$ cat src/rtl/pw_trigger_seq.sv
// Armed one-shot trigger sequencer: waits for a match strobe, then a programmable
// delay, then drives a programmable train of trigger pulses.
module pw_trigger_seq #(
    parameter int unsigned pDELAY_WIDTH = 20,
    parameter int unsigned pWIDTH_WIDTH = 17,
    parameter int unsigned pNUM_WIDTH   = 4
) (
    input  logic                    trigger_clk,
    input  logic                    reset_i,
    input  logic                    I_arm,
    input  logic                    I_disarm,
    input  logic                    I_match,
    input  logic [pDELAY_WIDTH-1:0] I_delay,
    input  logic [pWIDTH_WIDTH-1:0] I_width,
    input  logic [pDELAY_WIDTH-1:0] I_gap,
    input  logic [pNUM_WIDTH-1:0]   I_num_pulses,
    output logic                    O_trigger,
    output logic                    O_armed,
    output logic                    O_busy,
    output logic                    O_done
);

    typedef enum logic [2:0] {
        IDLE,
        ARMED,
        DELAY,
        PULSE,
        GAP
    } state_t;

    state_t                  state;
    logic [pDELAY_WIDTH-1:0] delay_r;
    logic [pDELAY_WIDTH-1:0] gap_r;
    logic [pWIDTH_WIDTH-1:0] wlast_r;
    logic [pNUM_WIDTH-1:0]   num_r;
    logic [pDELAY_WIDTH-1:0] cnt;
    logic [pWIDTH_WIDTH-1:0] wcnt;
    logic [pNUM_WIDTH-1:0]   pcnt;
    logic                    done_pend;

    // O_trigger and O_done lag the state by one cycle; O_armed/O_busy follow the state directly.
    always_ff @(posedge trigger_clk or posedge reset_i) begin
        if (reset_i) begin
            state     <= IDLE;
            delay_r   <= '0;
            gap_r     <= '0;
            wlast_r   <= '0;
            num_r     <= '0;
            cnt       <= '0;
            wcnt      <= '0;
            pcnt      <= '0;
            done_pend <= 1'b0;
            O_trigger <= 1'b0;
            O_armed   <= 1'b0;
            O_busy    <= 1'b0;
            O_done    <= 1'b0;
        end else begin
            O_trigger <= (state == PULSE) && !I_disarm;
            O_done    <= done_pend;
            done_pend <= 1'b0;
            if (I_disarm && (state != IDLE)) begin
                state   <= IDLE;
                O_armed <= 1'b0;
                O_busy  <= 1'b0;
                cnt     <= '0;
                wcnt    <= '0;
                pcnt    <= '0;
            end else begin
                case (state)
                    IDLE: begin
                        // Arming is held off until the completion strobe has been seen.
                        if (I_arm && !I_disarm && !done_pend && !O_done) begin
                            delay_r <= I_delay;
                            gap_r   <= I_gap;
                            wlast_r <= (I_width == '0) ? '0 : I_width - pWIDTH_WIDTH'(1);
                            num_r   <= I_num_pulses;
                            state   <= ARMED;
                            O_armed <= 1'b1;
                        end
                    end
                    ARMED: begin
                        if (I_match) begin
                            cnt     <= '0;
                            wcnt    <= '0;
                            pcnt    <= '0;
                            O_armed <= 1'b0;
                            O_busy  <= 1'b1;
                            state   <= (delay_r == '0) ? PULSE : DELAY;
                        end
                    end
                    DELAY: begin
                        if (cnt == delay_r - pDELAY_WIDTH'(1)) begin
                            wcnt  <= '0;
                            state <= PULSE;
                        end else begin
                            cnt <= cnt + pDELAY_WIDTH'(1);
                        end
                    end
                    PULSE: begin
                        if (wcnt == wlast_r) begin
                            if (pcnt == num_r) begin
                                state     <= IDLE;
                                O_busy    <= 1'b0;
                                done_pend <= 1'b1;
                            end else begin
                                cnt   <= '0;
                                pcnt  <= pcnt + pNUM_WIDTH'(1);
                                state <= GAP;
                            end
                        end else begin
                            wcnt <= wcnt + pWIDTH_WIDTH'(1);
                        end
                    end
                    GAP: begin
                        if (cnt == gap_r) begin
                            wcnt  <= '0;
                            state <= PULSE;
                        end else begin
                            cnt <= cnt + pDELAY_WIDTH'(1);
                        end
                    end
                    default: state <= IDLE;
                endcase
            end
        end
    end

endmodule

$ cat config.mk
export PLATFORM = sky130hd
export DESIGN_NAME = pw_trigger_seq
export DESIGN_NICKNAME = d
export VERILOG_FILES = /design/src/rtl/pw_trigger_seq.sv
export SDC_FILE = /design/constraint.sdc
export NUM_CORES = 1
export LEC_CHECK = 0
export CAP_MARGIN = 40
export CORE_MARGIN = 4
export CORE_UTILIZATION = 35
export DETAILED_ROUTE_END_ITERATION = 8
export GPL_TIMING_DRIVEN = 0
export PLACE_DENSITY = 0.61
export SYNTH_ARGS = -nofsm -noshare
export SYNTH_HDL_FRONTEND = slang
export SYNTH_SLANG_ARGS = --single-unit
$ cat constraint.sdc
create_clock -name trigger_clk -period 4.6 [get_ports trigger_clk]
set_clock_uncertainty 0.1 [all_clocks]
set_input_delay 0.46 -clock trigger_clk [delete_from_list [all_inputs] [get_ports trigger_clk]]
set_output_delay 0.46 -clock trigger_clk [all_outputs]
set_load 0.05 [all_outputs]
==> metrics <==
static leakage=3.28 nW; Post-Route WL=16600 um; min Tclk post-route=3.76 ns; I/O pin total=70; hold buffers post-CTS=0; first-pass GRT wire length=27900 um; Worst Hold Class=reg -> reg; setup repair bufs after CTS=0; Top FF cell, synth=dfrtp_1; gpl congestion=0.833; Slew Viols, Final=0; Fillers=1847; Final WS setup=0.840 ns; worst hold slack=0.285 ns; hpwl dp=12400 um; DR DRC count=0; top cell type by total area after synthesis=dfrtp_1; synth top area cells=dfrtp_1 (40%), mux2_2 (7.6%), xnor2_1 (5.5%), xor2_1 (5.1%), nand2_1 (3.3%); Layout area overhead=19.7%; CP peak stage delay=0.58 ns; kind of critical path=reg -> reg; Worst-Margin Slew=0.783 ns; Initial Util=36.0%; WP buf/inv=2; most frequent cell after synthesis=dfrtp_1; Clk Tree Root Cell=clkbuf_16; register area share after synthesis=40.4%; Max Clock Freq=266 MHz; syn_area_per_cell=9.73 um^2; Post-Syn Instances=701; cts bufs inserted=9; PwrDens=485 nW/um^2; Post-synth EDFFs=0; Post-CTS Resized=0; largest net degree at the start of global routing=78; setup repair after global routing missed its margin=no; Final setup viols=0; VDD IR max=0.000202 V; GRT Total Usage=15.8%; chip height=148 um; CP Data Required Time=4.79 ns; Yosys top cell area share=40.4%; I/O Buffers=69; worst reg2reg setup slack=0.84 ns; mapped cell area=6820 um^2; Sink Count=110; outcome=finished clean; Cell variety after synth=76; Synthesis Warnings=0; CP Launch Type=register; # diodes=0; critical path data arrival time=3.95 ns; # rows=50; CTS Buffer Depth=2; final-stage net count=853; Final Hold Fails=0; H-tree levels=3; Slew headroom=47.7%; routed length per instance=15.9 um; 1st-iter DRT viols=312; die area=21800 um^2; CTS clock-pin slew for the worst setup and hold paths=0.07 ns; Setup Total Neg Slack=0 ns; worst-path maximum fanout=10; hold path depth=0; vias in the first global route=5356; grt ovf=0; Synthesized Nets=772; synth cell count leaders=dfrtp_1 (110), nand2_1 (60), nor2_1 (48); share of cells above drive strength 1=12.3%; final period utilization=81.7%; crit-path leading delay family=compound AO/OA/AOI/OAI gates; Post-Place Worst Slack=0.866 ns; asr flop ratio synth=100%; CP Cell Sequence=inv_1 > ha_1 > nor2b_1 > nand2_1 > xnor2_1 > o32a_1 > or4_1 > o41ai_4 > a21oi_4 > buf_12 > a31oi_4; maxcap violations=0; core box area=19000 um^2; antenna violations before repair=0; via count=5452; Worst path slowest cell=or4_1; Worst R2R Path Depth=11; clk_lat worst skew=0.37 ns; CTS tree=built; Pwr Total=3.95 mW; Synth Register Bits=110; Avg Vias per Cell=5.21; Final ANT Viol Nets=0; Pre-antenna DRT Iters=5; DIE WIDTH=148 um; Worst R2R End=cnt[6]; crit end category=register; reg2reg start=delay_r[0]; Hold EP=O_done; Hold Crit Start=done_pend
## flip-flops by register name, indices dropped and copies added, names as in the netlist
register	flops
wlast_r	17
done_pend	1
state	3
num_r	4
O_done	1
gap_r	20
cnt	20
O_busy	1
O_armed	1
wcnt	17
delay_r	20
O_trigger	1
pcnt	4
## worst max-delay path by stage
stage                    start       to  slack, ns  cells after the start
floorplan              reset_i  O_armed       1.14                      1
global placement       reset_i   cnt[4]      -0.70                      2
detailed placement  delay_r[0]   cnt[6]       0.87                     11
CTS                 delay_r[0]   cnt[6]       0.85                     11
global route        delay_r[7]  wcnt[6]       0.63                     10
finish              delay_r[0]   cnt[6]       0.84                     11
## routing by layer
metal | GRT usage [%] | vias to the layer above | routed length [um]
li1 | - | 2705 | -
met4 | 5.96 | 0 | 311
met2 | 22.7 | 149 | 7070
met5 | 0 | - | 0
met3 | 2.67 | 19 | 860
met1 | 23.7 | 2579 | 8380
## cell families after synthesis
| logic type | count (synthesis) | share of synthesized area [%] |
|---|---|---|
| simple gates | 264 | 20.7 |
| compound gates | 135 | 15.6 |
| flops | 110 | 40.4 |
| xor+xnor | 83 | 10.7 |
| buf+inv | 55 | 3.72 |
| mux | 48 | 7.89 |
| fa+ha+maj | 6 | 1.06 |
## metrics by stage
step	cell area, um^2	util (%)	std cells
after floorplan	6820	-	701
final	8160	43.1	1046
after global placement	7840	41.3	1030
after detailed placement	7870	41.5	1031
after CTS	8160	43.1	1046
after global routing	8160	43.1	1046
## placed cells by master, fill, tap and decap left out, types with 9 or more instances in the layout
| master | count |
|---|---|
| clkbuf_1 | 32 |
| a221o_1 | 9 |
| clkbuf_16 | 9 |
| nor3_1 | 24 |
| and3_1 | 15 |
| mux2_2 | 46 |
| nand4_1 | 14 |
| nand2_1 | 60 |
| a31oi_1 | 12 |
| o21ai_0 | 38 |
| nor2_1 | 48 |
| xor2_1 | 40 |
| xnor2_1 | 43 |
| clkdlybuf4s50_1 | 69 |
| nand2b_1 | 18 |
| a21oi_1 | 20 |
| dfrtp_1 | 110 |
| nand3_1 | 19 |
| nor4_1 | 16 |
| inv_1 | 13 |
## worst reg2reg max path, cell delays in order (launching register included)
cell and delay, ns:
dfrtp_1 0.43, inv_1 0.08, ha_1 0.21, nor2b_1 0.42, nand2_1 0.20, xnor2_1 0.17
o32a_1 0.39, or4_1 0.58, o41ai_4 0.54, a21oi_4 0.19, buf_12 0.22, a31oi_4 0.15
## final cells by class
cell class                 count  area (um^2)  area share, %
buffer                        41          201           2.47
tap                          260          325           3.99
sequential                   110         2750           33.7
multi-input combinational    536         3810           46.7
clock buffer                  10          229           2.81
clock inverter                 5         65.1          0.797
inverter                      14         57.6          0.705
timing repair buffer          70          718           8.80
## power by group
part | total (mW) | leakage [nW] | internal [mW] | switching, mW
clock | 0.811 | 0.144 | 0.428 | 0.383
sequential | 1.56 | 1.41 | 1.27 | 0.299
combinational | 1.58 | 1.73 | 0.729 | 0.851
(Power assumes the default switching activity.)
